### config.mk
export PLATFORM = sky130hd
export DESIGN_NAME = dsp_macc_pipe
export DESIGN_NICKNAME = d
export VERILOG_FILES = /design/src/rtl/dsp_macc_pipe.sv
export SDC_FILE = /design/constraint.sdc
export NUM_CORES = 2
export LEC_CHECK = 0
export ABC_AREA = 1
export CAP_MARGIN = 15
export CORE_MARGIN = 2
export CORE_UTILIZATION = 25
export DETAILED_ROUTE_END_ITERATION = 8
export GPL_ROUTABILITY_DRIVEN = 1
export PLACE_DENSITY = 0.52
export SLEW_MARGIN = 10
export SYNTH_ARGS = -nofsm -noshare
export SYNTH_HDL_FRONTEND = slang
export SYNTH_SLANG_ARGS = --single-unit
export TNS_END_PERCENT = 30
### constraint.sdc
create_clock -name clk -period 20.8 [get_ports clk]
set_clock_uncertainty 0.05 [all_clocks]
set_input_delay 4.16 -clock clk [delete_from_list [all_inputs] [get_ports clk]]
set_output_delay 4.16 -clock clk [all_outputs]
set_load 0.02 [all_outputs]
### src/rtl/dsp_macc_pipe.sv
// Pre-add / multiply / post-add-or-accumulate datapath with 1..4 register stages.
// Latency STAGES enabled cycles, one operand set per enabled cycle.
// No backpressure: ce=0 freezes every register, including out and out_valid.
module dsp_macc_pipe #(
    parameter int A_W    = 25,
    parameter int B_W    = 17,
    parameter int P_W    = 48,
    parameter int STAGES = 3
) (
    input  logic           clk,
    input  logic           rst_n,
    input  logic           ce,
    input  logic           in_valid,
    input  logic [A_W-1:0] a,
    input  logic [A_W-1:0] d,
    input  logic [B_W-1:0] b,
    input  logic [P_W-1:0] c,
    input  logic [3:0]     mode,
    input  logic           acc_clr,
    output logic           out_valid,
    output logic [P_W-1:0] out
);

    localparam int PRE_W = A_W + 1;
    localparam int M_W   = PRE_W + B_W;

    if (STAGES < 1 || STAGES > 4) begin : g_bad_stages
        $error("dsp_macc_pipe: STAGES must be in 1..4");
    end
    if (M_W > P_W || P_W > 48) begin : g_bad_pw
        $error("dsp_macc_pipe: P_W must satisfy A_W+1+B_W <= P_W <= 48");
    end

    typedef struct packed {
        logic           vld;
        logic [3:0]     mode;
        logic           clr;
        logic [A_W-1:0] a;
        logic [A_W-1:0] d;
        logic [B_W-1:0] b;
        logic [P_W-1:0] c;
    } in_t;

    typedef struct packed {
        logic             vld;
        logic [3:0]       mode;
        logic             clr;
        logic [PRE_W-1:0] pre;
        logic [B_W-1:0]   b;
        logic [P_W-1:0]   c;
    } pre_t;

    typedef struct packed {
        logic           vld;
        logic [3:0]     mode;
        logic           clr;
        logic [M_W-1:0] m;
        logic [P_W-1:0] c;
    } prod_t;

    in_t   s0_dat, s1_dat;
    pre_t  p0_dat, p1_dat;
    prod_t q0_dat, q1_dat;

    assign s0_dat = '{vld: in_valid, mode: mode, clr: acc_clr, a: a, d: d, b: b, c: c};

    // Input register (STAGES >= 2)
    if (STAGES >= 2) begin : g_in_reg
        always_ff @(posedge clk or negedge rst_n) begin
            if (!rst_n) begin
                s1_dat <= '0;
            end else if (ce) begin
                s1_dat <= s0_dat;
            end
        end
    end else begin : g_in_pass
        assign s1_dat = s0_dat;
    end

    // Pre-adder wraps modulo 2^(A_W+1); a-d with d>a yields the two's-complement pattern.
    always_comb begin
        p0_dat      = '0;
        p0_dat.vld  = s1_dat.vld;
        p0_dat.mode = s1_dat.mode;
        p0_dat.clr  = s1_dat.clr;
        p0_dat.b    = s1_dat.b;
        p0_dat.c    = s1_dat.c;
        if (s1_dat.mode[0] && s1_dat.mode[1]) begin
            p0_dat.pre = {1'b0, s1_dat.a} - {1'b0, s1_dat.d};
        end else if (s1_dat.mode[0]) begin
            p0_dat.pre = {1'b0, s1_dat.a} + {1'b0, s1_dat.d};
        end else begin
            p0_dat.pre = {1'b0, s1_dat.a};
        end
    end

    // Pre-adder register (STAGES == 4)
    if (STAGES >= 4) begin : g_pre_reg
        always_ff @(posedge clk or negedge rst_n) begin
            if (!rst_n) begin
                p1_dat <= '0;
            end else if (ce) begin
                p1_dat <= p0_dat;
            end
        end
    end else begin : g_pre_pass
        assign p1_dat = p0_dat;
    end

    always_comb begin
        q0_dat      = '0;
        q0_dat.vld  = p1_dat.vld;
        q0_dat.mode = p1_dat.mode;
        q0_dat.clr  = p1_dat.clr;
        q0_dat.c    = p1_dat.c;
        q0_dat.m    = M_W'(p1_dat.pre) * M_W'(p1_dat.b);
    end

    // Product register (STAGES >= 3)
    if (STAGES >= 3) begin : g_prod_reg
        always_ff @(posedge clk or negedge rst_n) begin
            if (!rst_n) begin
                q1_dat <= '0;
            end else if (ce) begin
                q1_dat <= q0_dat;
            end
        end
    end else begin : g_prod_pass
        assign q1_dat = q0_dat;
    end

    logic [P_W-1:0] m_ext;
    logic [P_W-1:0] addend;
    logic [P_W-1:0] r_dat;

    // Accumulate reads the live out register, so back-to-back acc sets chain without bubbles.
    always_comb begin
        m_ext            = '0;
        m_ext[M_W-1:0]   = q1_dat.m;
        if (!q1_dat.mode[3]) begin
            addend = q1_dat.c;
        end else if (q1_dat.clr) begin
            addend = '0;
        end else begin
            addend = out;
        end
        r_dat = q1_dat.mode[2] ? (m_ext - addend) : (m_ext + addend);
    end

    always_ff @(posedge clk or negedge rst_n) begin
        if (!rst_n) begin
            out_valid <= 1'b0;
            out       <= '0;
        end else if (ce) begin
            out_valid <= q1_dat.vld;
            if (q1_dat.vld) begin
                out <= r_dat;
            end
        end
    end

    // Pre-adder mode bits travel to the last stage but are consumed earlier.
    logic unused_mode;
    assign unused_mode = ^q1_dat.mode[1:0];

endmodule
**Word level (Yosys, flattened, before mapping)**

Index checks and enable logic that the tools add are counted.

- $mul: 1
- Multiplexer cells: 5
- Add/sub/neg operators: 4
- Reduce and logical (&&, ||, !) cells: 2

Operators with widths:

| operator | count |
|---|---|
| $mux 48 | 3 |
| $mux 26 | 2 |
| $add 43x48->48 | 1 |
| $sub 43x48->48 | 1 |
| $mul 26x17->43 | 1 |
| $add 25x25->26 | 1 |
| $sub 25x25->26 | 1 |
| $reduce_and 2->1 | 1 |
| $logic_and 1x1->1 | 1 |

- Register bits after elaboration: 267
- Input port bits: 124
- Output and inout port bits: 49
- Word-level logic and storage cells: 26

**Logic depth before layout (Yosys ltp)**

- Word-level depth: 4
- Mapped depth: 43
- Depth with buffers taken out: 42

**Worst setup path after synthesis**

No wires, ideal clock.

- Path kind: register to register
- From: register s1_dat[65] (netlist name)
- To: register q1_dat (netlist bit m_ext[37])
- Slack: 13.366 ns
- Buffers on the path: 1
- Stages on the path, launching flop included: 37
- Data required time: 20.632 ns
- Setup time: 0.118 ns
- Arrival time: 7.266 ns
- Period minus slack after synthesis: 7.434 ns
- Cells stage by stage: dfrtp_1 > ha_1 > fa_1 > inv_1 > nand3_1 > nand2_1 > nand2_1 > o21ai_1 > a21boi_0 > xor2_1 > nand2_1 > nand3_1 > inv_1 > clkbuf_1 > nand2_1 > fa_1 > fa_1 > inv_1 > fa_1 > inv_1 > fa_1 > inv_1 > fa_1 > inv_1 > fa_1 > inv_1 > ha_1 > a21oi_1 > inv_1 > a31oi_1 > o211ai_1 > a21oi_1 > o21bai_1 > a21o_1 > or2_2 > nand3_1 > nand2_1

- Longest elaborated chain between the ends: 4
- Elaborated cells on any way between the ends: 5
- Those cells by class: add/sub: 2; mul: 1; mux: 2

Ends and longest elaborated chain:

| element | line | text |
|---|---|---|
| start: declaration | 61 | `in_t s0_dat, s1_dat;` |
| start signal: assignment | 73 | `s1_dat <= s0_dat;` |
| $add 25x25->26 | 91 | `p0_dat.pre = {1'b0, s1_dat.a} + {1'b0, s1_dat.d};` |
| $mux 26 | 90 | `end else if (s1_dat.mode[0]) begin` |
| $mux 26 * | 88 | `if (s1_dat.mode[0] && s1_dat.mode[1]) begin` |
| $mul 26x17->43 * | 116 | `q0_dat.m = M_W'(p1_dat.pre) * M_W'(p1_dat.b);` |
| end signal: assignment | 125 | `q1_dat <= q0_dat;` |
| end: declaration | 63 | `prod_t q0_dat, q1_dat;` |

Every way passes the cells marked *; elsewhere a longest branch is shown, timed or not.
A chain may end at the register's enable or synchronous reset.

**Worst setup path after layout**

- From: register s1_dat[65] (netlist name)
- To: register q1_dat (netlist bit m_ext[42])

Same word-level chain as after synthesis.

==> results.md <==
* Starting DRT DRC Count at 2,189
* Final RePlAce weighted congestion at 0.933
* Clk_lat worst skew at 0.59 ns
* ANT nets after route at 0
* Max_cap viols at 0
* WHS at 0.425 ns
* Worst hold path type: flop to flop
* Slowest-stage cell, CP: fa_1
* Distinct cells, synth at 53
* R2r startpoint: s1_dat[65]$_DFFE_PN0P_
* # rows at 130
* Worst path bufs/invs at 7
* WL final at 113 mm
* Worst path max stage delay at 0.59 ns
* CTS sink cnt at 265
* Outcome: finished clean
* Max clock buf depth at 3
* Final Hold Viols at 0
* Total Routing Usage GR at 0.173
* Setup CP Type: flop to flop
* Die X at 360 um
* Yosys Warn Count at 0
* Fill cells at 13,800
* Hold Startpoint: p0_dat[96]$_DFFE_PN0P_
* Top cells by area, synth: fa_1, dfrtp_1, nand2_1
* R2R Setup Slk at 11.68 ns
* Area Growth Syn to Fin at 14.0%
* Min Tclk post-route at 9.12 ns
* Worst path arrival time at 9.56 ns
* CTS tree: built
* Slew headroom at 0.253
* Pin count of the biggest net entering global routing at 161
* Seq/Total Area, Yosys at 0.209
* # H-tree levels at 2
* Prevailing post-synth register cell: dfrtp_1
* Nets at 5,028
* Max Fclk at 0.110 GHz
* Hold_buf cts at 0
* Share of the synthesized area in the top cell type at 0.228
* Top cells by count, synth: nand2_1, inv_1, nor2_1
* Vias in the first global route at 28,400
* Number of synthesized flops with an enable pin at 0
* Die area at 130,000 sq um
* Worst hold path endpoint: p0_dat[96]$_DFFE_PN0P_
* WP depth at 35
* Via density at 4.64
* Reg2Reg Depth at 35
* DR vias at 27,900
* Slew Limit Fails at 0
* Reg clk slew, reported paths at 0.06 ns
* Worst Hold Depth at 2
* Cts bufs inserted at 34
* Synth area leader: fa_1
* GRT overflow at 0
* DPL Wire Length at 91.8 mm
* Reg-to-reg endpoint: m_ext[42]$_DFFE_PN0P_
* Layout cells sized above 1 at 0.0356
* Seq cells post-synth at 265
* Initial Util at 0.252
* Final Cycle Share at 0.439
* Most frequent cell after synthesis: nand2_1
* Mapped cell area at 31,700 sq um
* RSZ-0062 raised after global routing: false
* Number of I/O pins at 173
* CTS root buf: clkbuf_16
* Critical Path End Type: flop
* PortBufs at 172
* Core footprint at 126,000 sq um
* Setup-failing EPs final at 0
* First-pass GRT wire length at 174 mm
* DRC viols at 0
* Final core occ at 0.288
* Initial antenna violation count at 2
* Final setup TNS at 0 ns
* CP delay by family, top: adder cells
* Wirelength per Cell at 18.9 um
* Post-synthesis cell count at 4,259
* Worst EP required at 21.24 ns
* Avg Inst Size Synth at 7.45 sq um
* Post-Syn Nets at 4,956
* Crit start category: flop
* Worst Path Max Fanout at 11
* Setup bufs post-CTS at 0
* FFs w/ async S/R, synth at 1.00
* Die Ht at 360 um
* Post-cts sizing count at 0
* Detailed Routing Iterations Pass 1 at 6
* Worst Tran Pin Value at 1.12 ns
[cells by family (layout without fill, tap and decap cells)]
kind of cell | count (synthesis) | in the layout | synth area share
buf+inv | 933 | 1030 | 0.113
flops | 265 | 265 | 0.209
simple gates | 1769 | 1769 | 0.231
xor+xnor | 115 | 115 | 0.0318
compound gates | 604 | 604 | 0.104
other cells | 0 | 1 | 0
fa+ha+maj | 573 | 573 | 0.312
[metal layers]
layer,global-route usage,part of all wire,vias up
met5,0,0,-
li1,-,-,13400
met3,0.0379,0.075,127
met4,0.0473,0.028,0
met2,0.263,0.43,907
met1,0.245,0.47,13500
[cell usage in the layout (no fill, tap or decap), types with 14 or more instances in the layout]
| master | netlist | final |
|---|---|---|
| dfrtp_1 | 265 | 265 |
| o21ai_0 | 310 | 309 |
| xnor2_1 | 51 | 51 |
| nor3_1 | 17 | 17 |
| nand4_1 | 77 | 77 |
| nor2_1 | 430 | 430 |
| nand3_1 | 176 | 176 |
| clkdlybuf4s50_1 | 0 | 170 |
| nor2_2 | 18 | 18 |
| clkbuf_16 | 0 | 35 |
| fa_1 | 362 | 362 |
| a21oi_1 | 162 | 162 |
| ha_1 | 211 | 211 |
| buf_4 | 0 | 21 |
| or2_2 | 20 | 20 |
| nand2_1 | 984 | 983 |
| o21ai_1 | 15 | 16 |
| nor4_1 | 14 | 14 |
| inv_1 | 756 | 755 |
| a31oi_1 | 45 | 45 |
| xor2_1 | 64 | 64 |
| o21bai_1 | 14 | 14 |
[area by class of cell]
cell class | instances | area [sq um] | area share
Sequential cell | 265 | 6630 | 0.183
Clock inverter | 14 | 155 | 0.00429
Clock buffer | 47 | 971 | 0.0268
Multi-Input combinational cell | 3061 | 21500 | 0.595
Antenna cell | 1 | 2.50 | 0.0000692
Inverter | 775 | 2910 | 0.0805
Timing Repair Buffer | 194 | 1910 | 0.0528
Tap cell | 1650 | 2060 | 0.0571
[worst max path at each step]
stage,from,endpoint
floorplan,s1_dat[65]$_DFFE_PN0P_,m_ext[37]$_DFFE_PN0P_
global placement,s1_dat[65]$_DFFE_PN0P_,m_ext[42]$_DFFE_PN0P_
detailed placement,s1_dat[65]$_DFFE_PN0P_,m_ext[42]$_DFFE_PN0P_
CTS,s1_dat[65]$_DFFE_PN0P_,m_ext[42]$_DFFE_PN0P_
global route,s1_dat[90]$_DFFE_PN0P_,m_ext[42]$_DFFE_PN0P_
finish,s1_dat[65]$_DFFE_PN0P_,m_ext[42]$_DFFE_PN0P_
[flip-flops by register name, summed over array words and instances, names as in the netlist]
name       count
q1_dat        52
p0_dat        71
m_ext         43
out           48
s1_dat        50
out_valid      1
[worst min-delay path, stage by stage (launching register included)]
cell and delay [ns]:
dfrtp_1 0.34, nand2_1 0.06, nand2_1 0.05
[metrics by stage]
step | setup WS (ns) | cells | cell area (sq um)
after floorplan | 13.37 | 4259 | 31700
after global placement | 11.85 | 5945 | 35000
after detailed placement | 11.85 | 5945 | 35000
after CTS | 11.81 | 6006 | 36200
after global routing | 11.10 | 6007 | 36200
final | 11.68 | 6007 | 36200
Power is not shown: default switching activity piles up to over one toggle a cycle in this logic, so the estimate is an artifact.
